File: src/rtl/alu_arbiter_pkg.sv
// alu_arbiter_pkg
// Shared definitions for the ALU arbiter slice.
//  - Default data/opcode widths.
//  - ALU opcode constants for the primary (R=0) and secondary R-type (R=1)
//    opcode spaces. The same numeric code means different operations in
//    the two spaces, so the R flag always travels with FUNC.
//  - Occupancy type used for the issue and result registers.
package alu_arbiter_pkg;

    localparam int DBITS_DEF      = 32;
    localparam int OPCODEBITS_DEF = 5;

    // Primary opcode space (R flag = 0)
    localparam logic [4:0] OP_ADDI = 5'h00;
    localparam logic [4:0] OP_BEQ  = 5'h04;
    localparam logic [4:0] OP_BLT  = 5'h05;

    // Secondary / R-type opcode space (R flag = 1)
    localparam logic [4:0] OP_ADD  = 5'h00;
    localparam logic [4:0] OP_SUB  = 5'h01;
    localparam logic [4:0] OP_AND  = 5'h02;
    localparam logic [4:0] OP_OR   = 5'h03;
    localparam logic [4:0] OP_XOR  = 5'h04;
    localparam logic [4:0] OP_SLT  = 5'h05;

    // Each pipeline register is either holding an operation or not.
    typedef enum logic {
        OCC_EMPTY = 1'b0,
        OCC_FULL  = 1'b1
    } occ_t;

endpackage

File: src/rtl/rr_arb2.sv
// rr_arb2
// Two-way arbiter, purely combinational.
// Ports:
//  valid0, valid1  in   requests from requester 0 / 1
//  last            in   id of the most recently accepted requester
//  rr_en           in   1 = round-robin on ties, 0 = requester 0 always wins
//  gnt0, gnt1      out  grant, one-hot or all zero
module rr_arb2 (
    input  logic valid0,
    input  logic valid1,
    input  logic last,
    input  logic rr_en,
    output logic gnt0,
    output logic gnt1
);

    // On a tie, round-robin hands the grant to whoever did not go last;
    // fixed priority always favours requester 0.
    always_comb begin
        gnt0 = 1'b0;
        gnt1 = 1'b0;
        if (valid0 && valid1) begin
            if (rr_en && !last) begin
                gnt1 = 1'b1;
            end else begin
                gnt0 = 1'b1;
            end
        end else if (valid0) begin
            gnt0 = 1'b1;
        end else if (valid1) begin
            gnt1 = 1'b1;
        end
    end

endmodule

File: src/rtl/alu_arbiter.sv
// alu_arbiter
// Shares one ALU between the execute stage (requester 0) and the
// address-gen/aux unit (requester 1). A registered issue stage drives the
// ALU; a registered, tagged result stage returns the answer with
// valid/ready backpressure.
// Ports:
//  clk, rst_n                 clock (rising edge), async active-low reset
//  valid0/1, ready0/1         operand handshake per requester
//  func0/1, rflag0/1          ALU function code and opcode-space flag
//  a0/a1, b0/b1               operands
//  alu_func/alu_r/alu_a/alu_b issue register contents, to the ALU
//  alu_out, alu_z             ALU result and compare flag (combinational)
//  rvalid, rready             result handshake
//  rdata, rz, rid             registered result, flag and issuing requester
module alu_arbiter
    import alu_arbiter_pkg::*;
#(
    parameter int   DBITS      = DBITS_DEF,
    parameter int   OPCODEBITS = OPCODEBITS_DEF,
    parameter logic RR_EN      = 1'b1
) (
    input  logic                  clk,
    input  logic                  rst_n,
    input  logic                  valid0,
    input  logic                  valid1,
    output logic                  ready0,
    output logic                  ready1,
    input  logic [OPCODEBITS-1:0] func0,
    input  logic [OPCODEBITS-1:0] func1,
    input  logic                  rflag0,
    input  logic                  rflag1,
    input  logic [DBITS-1:0]      a0,
    input  logic [DBITS-1:0]      a1,
    input  logic [DBITS-1:0]      b0,
    input  logic [DBITS-1:0]      b1,
    output logic [OPCODEBITS-1:0] alu_func,
    output logic                  alu_r,
    output logic [DBITS-1:0]      alu_a,
    output logic [DBITS-1:0]      alu_b,
    input  logic [DBITS-1:0]      alu_out,
    input  logic                  alu_z,
    output logic                  rvalid,
    input  logic                  rready,
    output logic [DBITS-1:0]      rdata,
    output logic                  rz,
    output logic                  rid
);

    occ_t                  iss_state, iss_next;
    occ_t                  res_state, res_next;
    logic                  last;
    logic                  iss_id;
    logic [OPCODEBITS-1:0] iss_func;
    logic                  iss_r;
    logic [DBITS-1:0]      iss_a;
    logic [DBITS-1:0]      iss_b;
    logic                  gnt0, gnt1;
    logic                  adv, slot, accept;

    rr_arb2 u_arb (
        .valid0 (valid0),
        .valid1 (valid1),
        .last   (last),
        .rr_en  (RR_EN),
        .gnt0   (gnt0),
        .gnt1   (gnt1)
    );

    // The issue register moves forward whenever the result register is
    // empty or being drained this edge, and a new op may enter whenever the
    // issue register is empty or moving forward. This makes rready reach
    // ready0/1 combinationally, which is what allows one op per cycle.
    // ready is forced low during reset so nothing looks accepted then.
    always_comb begin
        adv    = (iss_state == OCC_FULL) && ((res_state == OCC_EMPTY) || rready);
        slot   = (iss_state == OCC_EMPTY) || adv;
        ready0 = slot && gnt0 && rst_n;
        ready1 = slot && gnt1 && rst_n;
        accept = ready0 || ready1;
    end

    // Occupancy next-state: a stage fills when something enters it and
    // empties when its content leaves without a replacement.
    always_comb begin
        iss_next = iss_state;
        res_next = res_state;
        if (accept) begin
            iss_next = OCC_FULL;
        end else if (adv) begin
            iss_next = OCC_EMPTY;
        end
        if (adv) begin
            res_next = OCC_FULL;
        end else if (rready) begin
            res_next = OCC_EMPTY;
        end
    end

    // Occupancy flags and the round-robin pointer. last starts at 1 so that
    // requester 0 wins the first tie after reset.
    always_ff @(posedge clk or negedge rst_n) begin
        if (!rst_n) begin
            iss_state <= OCC_EMPTY;
            res_state <= OCC_EMPTY;
            last      <= 1'b1;
        end else begin
            iss_state <= iss_next;
            res_state <= res_next;
            if (accept) begin
                last <= gnt1;
            end
        end
    end

    // Issue register: captures the granted requester's operation. It holds
    // its value while stalled so the ALU inputs stay stable.
    always_ff @(posedge clk or negedge rst_n) begin
        if (!rst_n) begin
            iss_func <= '0;
            iss_r    <= 1'b0;
            iss_a    <= '0;
            iss_b    <= '0;
            iss_id   <= 1'b0;
        end else if (accept) begin
            iss_func <= gnt1 ? func1  : func0;
            iss_r    <= gnt1 ? rflag1 : rflag0;
            iss_a    <= gnt1 ? a1     : a0;
            iss_b    <= gnt1 ? b1     : b0;
            iss_id   <= gnt1;
        end
    end

    // Result register: samples the ALU output for the op leaving the issue
    // register, tagged with the requester that issued it.
    always_ff @(posedge clk or negedge rst_n) begin
        if (!rst_n) begin
            rdata <= '0;
            rz    <= 1'b0;
            rid   <= 1'b0;
        end else if (adv) begin
            rdata <= alu_out;
            rz    <= alu_z;
            rid   <= iss_id;
        end
    end

    assign alu_func = iss_func;
    assign alu_r    = iss_r;
    assign alu_a    = iss_a;
    assign alu_b    = iss_b;
    assign rvalid   = (res_state == OCC_FULL);

endmodule
File: config.mk
export PLATFORM = sky130hd
export DESIGN_NAME = alu_arbiter
export DESIGN_NICKNAME = d
export VERILOG_FILES = /design/src/rtl/alu_arbiter_pkg.sv /design/src/rtl/rr_arb2.sv /design/src/rtl/alu_arbiter.sv
export SDC_FILE = /design/constraint.sdc
export NUM_CORES = 1
export LEC_CHECK = 0
export BUFFER_PORTS_ARGS = -buffer_cell sky130_fd_sc_hd__buf_2
export CORE_MARGIN = 5
export CORE_UTILIZATION = 40
export DETAILED_ROUTE_END_ITERATION = 6
export GPL_ROUTABILITY_DRIVEN = 0
export MAX_ROUTING_LAYER = met4
export PLACE_DENSITY = 0.72
export RECOVER_POWER = 25
export SYNTH_ARGS = -nofsm -noshare
export SYNTH_HDL_FRONTEND = slang
export SYNTH_SLANG_ARGS = --single-unit
File: constraint.sdc
create_clock -name clk -period 1.4 [get_ports clk]
set_input_delay 0.14 -clock clk [delete_from_list [all_inputs] [get_ports clk]]
set_output_delay 0.14 -clock clk [all_outputs]
set_load 0.01 [all_outputs]
==> impl_results.md <==
* Area leader, netlist: dfrtp_1
* Fillers at 1044
* Reg2reg setup slack at -100 ps
* Most frequent cells in the layout: 283 x buf_2, 107 x dfrtp_1, 70 x a2bb2oi_2
* Final Hold Fails at 0
* Distinct cell type count after synthesis at 28
* Top FF cell, synth: dfrtp_1
* Post-Place Worst Slack at -20.0 ps
* Crit Path Category: reg2reg
* DP Wirelength at 11.6 mm
* Vias in the first global route at around 4800
* Clock skew at approximately 9.6 ps
* CP endpoint: alu_b[30]
* Final Setup Violations at between 60 and 70
* Pwr Total at 10.6 mW
* Final WS setup at -98.7 ps
* Reg2reg end: alu_b[30]
* Routed WL per cell at 20.1 um
* Global Route Usage Sum at 19.8%
* Sequential share of the synthesized area at just under 50%
* Slew Limit Fails at 0
* #FFs+latches synth at 108
* Die span in y at 127 um
* CTS tree: done
* RSZ-0062 raised after global routing: yes
* Fmax achieved at between 0.6 and 0.7 GHz
* Global-route wire length before repair at 24.8 mm
* Reg2reg path depth at 5
* Worst setup SP type: flip-flop
* Critical Path Fanout Max at 31
* Min Tclk post-route at 1500 ps
* Routed vias/inst at 5.27
* Syn_nets at 520
* DRT Wirelength at about 17 mm
* Leak pwr at 3.48 nW
* CP Launch Point: last
* Initial antenna violation count at 0
* Total grt overflow at 0
* Diode count at 0
* Rel. slew slack at 64.2%
* Worst min-delay path startpoint: alu_out[4]
* Cts bufs inserted at 9
* Clk_lat worst skew at 350 ps
* CP required at 1630 ps
* R2R Path Start: last
* Comb pwr share at 34.4%
* Num Clock Sinks at between 100 and 150
* Vias at 4350
* Max-Cap Viols at 0
* Port bufs at about 280
* Number of iterations in the first detailed-routing pass at 4
* DRC Markers at 0
* Htree depth at 3
* Area growth from synthesis to layout at 45.9%
* Yosys warns at 0
* Fin nets at 823
* Slew @ Worst Pin at 536 ps
* Chip Width at 127 um
* Mapped Cells at 342
* FF/Latch Area at 2700 um^2
* Status: finished, violations left
* Clock buffer depth at 2
* Clk pwr share at between 20% and 30%
* Seq pwr share at between 30% and 40%
* Post-synth ARST share at 100%
* Post-synth EDFFs at 0
* Top post-synthesis cells by area: dfrtp_1 49%, a2bb2oi_2 19%, o32ai_1 7.9%, o32ai_2 6.3%, mux2_1 4.1%
* DR iter-0 viols at 202
* Mapped cell area at 5460 um^2
* Share of layout cells above drive strength 1 at 74.0%
* Row count at 42
* Crit end category: flip-flop
* P per Cell Area at 1330 nW/um^2
* Largest net degree at the start of global routing at 104
* Int Pwr at 7.35 mW
* Die ar. at approximately 16000 um^2
* Core region area at 13300 um^2
* Root buffer cell: clkbuf_16
* Starting density of the core at 41.1%
* Clock transition at path regs at about 70 ps
* Net Switching at 3.25 mW
* Type of the worst min-delay path: in2reg
* Most common cell after layout, fill and taps aside: buf_2
* Multi-input combinational cell area at approximately 2600 um^2
* Violated checks: setup timing
* Antenna-violating nets left at 0
* IO Pins at about 290
* Peak supply drop at a little under 0.0006 V
* Final period util at 107%
* Post-synth top area share at 49.0%
* CP arrival at 1730 ps
* Net Sw Frac at slightly above 30%
* Mapped Avg Cell Area at 16.0 um^2
## metrics by stage
step                area (um^2)  TNS, ps  cells  util [%]  hold slack (ps)
floorplan                  5460        0    342         -             -156
global route               7970    -8000    826      59.9             11.7
finish                     7970    -3160    826      59.9             15.4
global placement           7020        0    783      52.8            -27.0
detailed placement         7020    -20.0    783      52.8            -25.9
CTS                        7660    -4150    815      57.6            0.880
## worst max-delay path: stages, from the launching register on
cell and delay, ps:
dfstp_2 580, buf_12 110, nor2b_4 50, buf_12 180
o32ai_1 350, a2bb2oi_2 90
## flip-flops by register name, indices dropped and copies added (netlist names)
signal	count
alu_a	32
alu_b	32
rdata	32
alu_func	5
alu_r	1
iss_id	1
iss_state	1
last	1
rid	1
rvalid	1
rz	1
## cells in the mapped netlist, types with 2 or more instances
master / count
o32ai_1: 49
buf_6: 15
nand2_1: 3
mux2_1: 20
dfrtp_1: 107
buf_2: 8
mux2_2: 14
nand2b_1: 2
clkbuf_1: 4
buf_4: 7
buf_12: 7
o32ai_2: 21
a2bb2oi_2: 70
## power by group through the flow
| stage | Combinational [mW] | Clock (mW) | Sequential [mW] |
|---|---|---|---|
| 2_1_floorplan | 1.73 | 0 | 4.50 |
| 3_3_place_gp | 3.21 | 0 | 4.21 |
| 3_5_place_dp | 3.28 | 0 | 4.25 |
| 4_1_cts | 3.48 | 2.82 | 4.20 |
| 5_1_grt | 3.89 | 2.95 | 4.28 |
| 6_report | 3.64 | 2.75 | 4.20 |
## final cells by class
class | instances | area share (%)
clock buffer | 10 | 3.00
tap | 176 | 2.76
sequential | 108 | 33.9
clock inverter | 6 | 1.10
inverter | 1 | 0.0471
timing repair buffer | 334 | 26.5
multi-input combinational | 191 | 32.7
## layer usage
| metal | share of wire [%] | wire, um | vias up | track usage [%] |
|---|---|---|---|---|
| met5 | 0 | 0 | - | - |
| met3 | 7.6 | 1260 | 27 | 4.50 |
| met2 | 51 | 8510 | 200 | 33.6 |
| met1 | 39 | 6540 | 2117 | 23.6 |
| met4 | 1.7 | 280 | 0 | 6.25 |
| li1 | - | - | 2006 | - |
## cell families after synthesis
logic type	Yosys count	share of synthesized area, %
mux	34	7.01
flops	108	49.5
compound gates	144	34.0
simple gates	13	1.49
buf+inv	43	7.98
## worst min path at each step
stage | endpoint | cells after the start
3_3_place_gp | iss_id | 1
2_1_floorplan | alu_a[0] | 0
6_report | rdata[4] | 2
5_1_grt | rdata[30] | 2
4_1_cts | rdata[30] | 2
3_5_place_dp | iss_id | 1
## what timing repair did
action	CTS	global route
gates resized for setup	20	20
pin swaps	3	4
setup buffers	7	6
endpoints found under the hold margin	38	0
gates cloned	1	5
endpoints found under the setup margin	8	90
hold buffers	8	0
No activity file was read; power rests on OpenSTA's default activity.
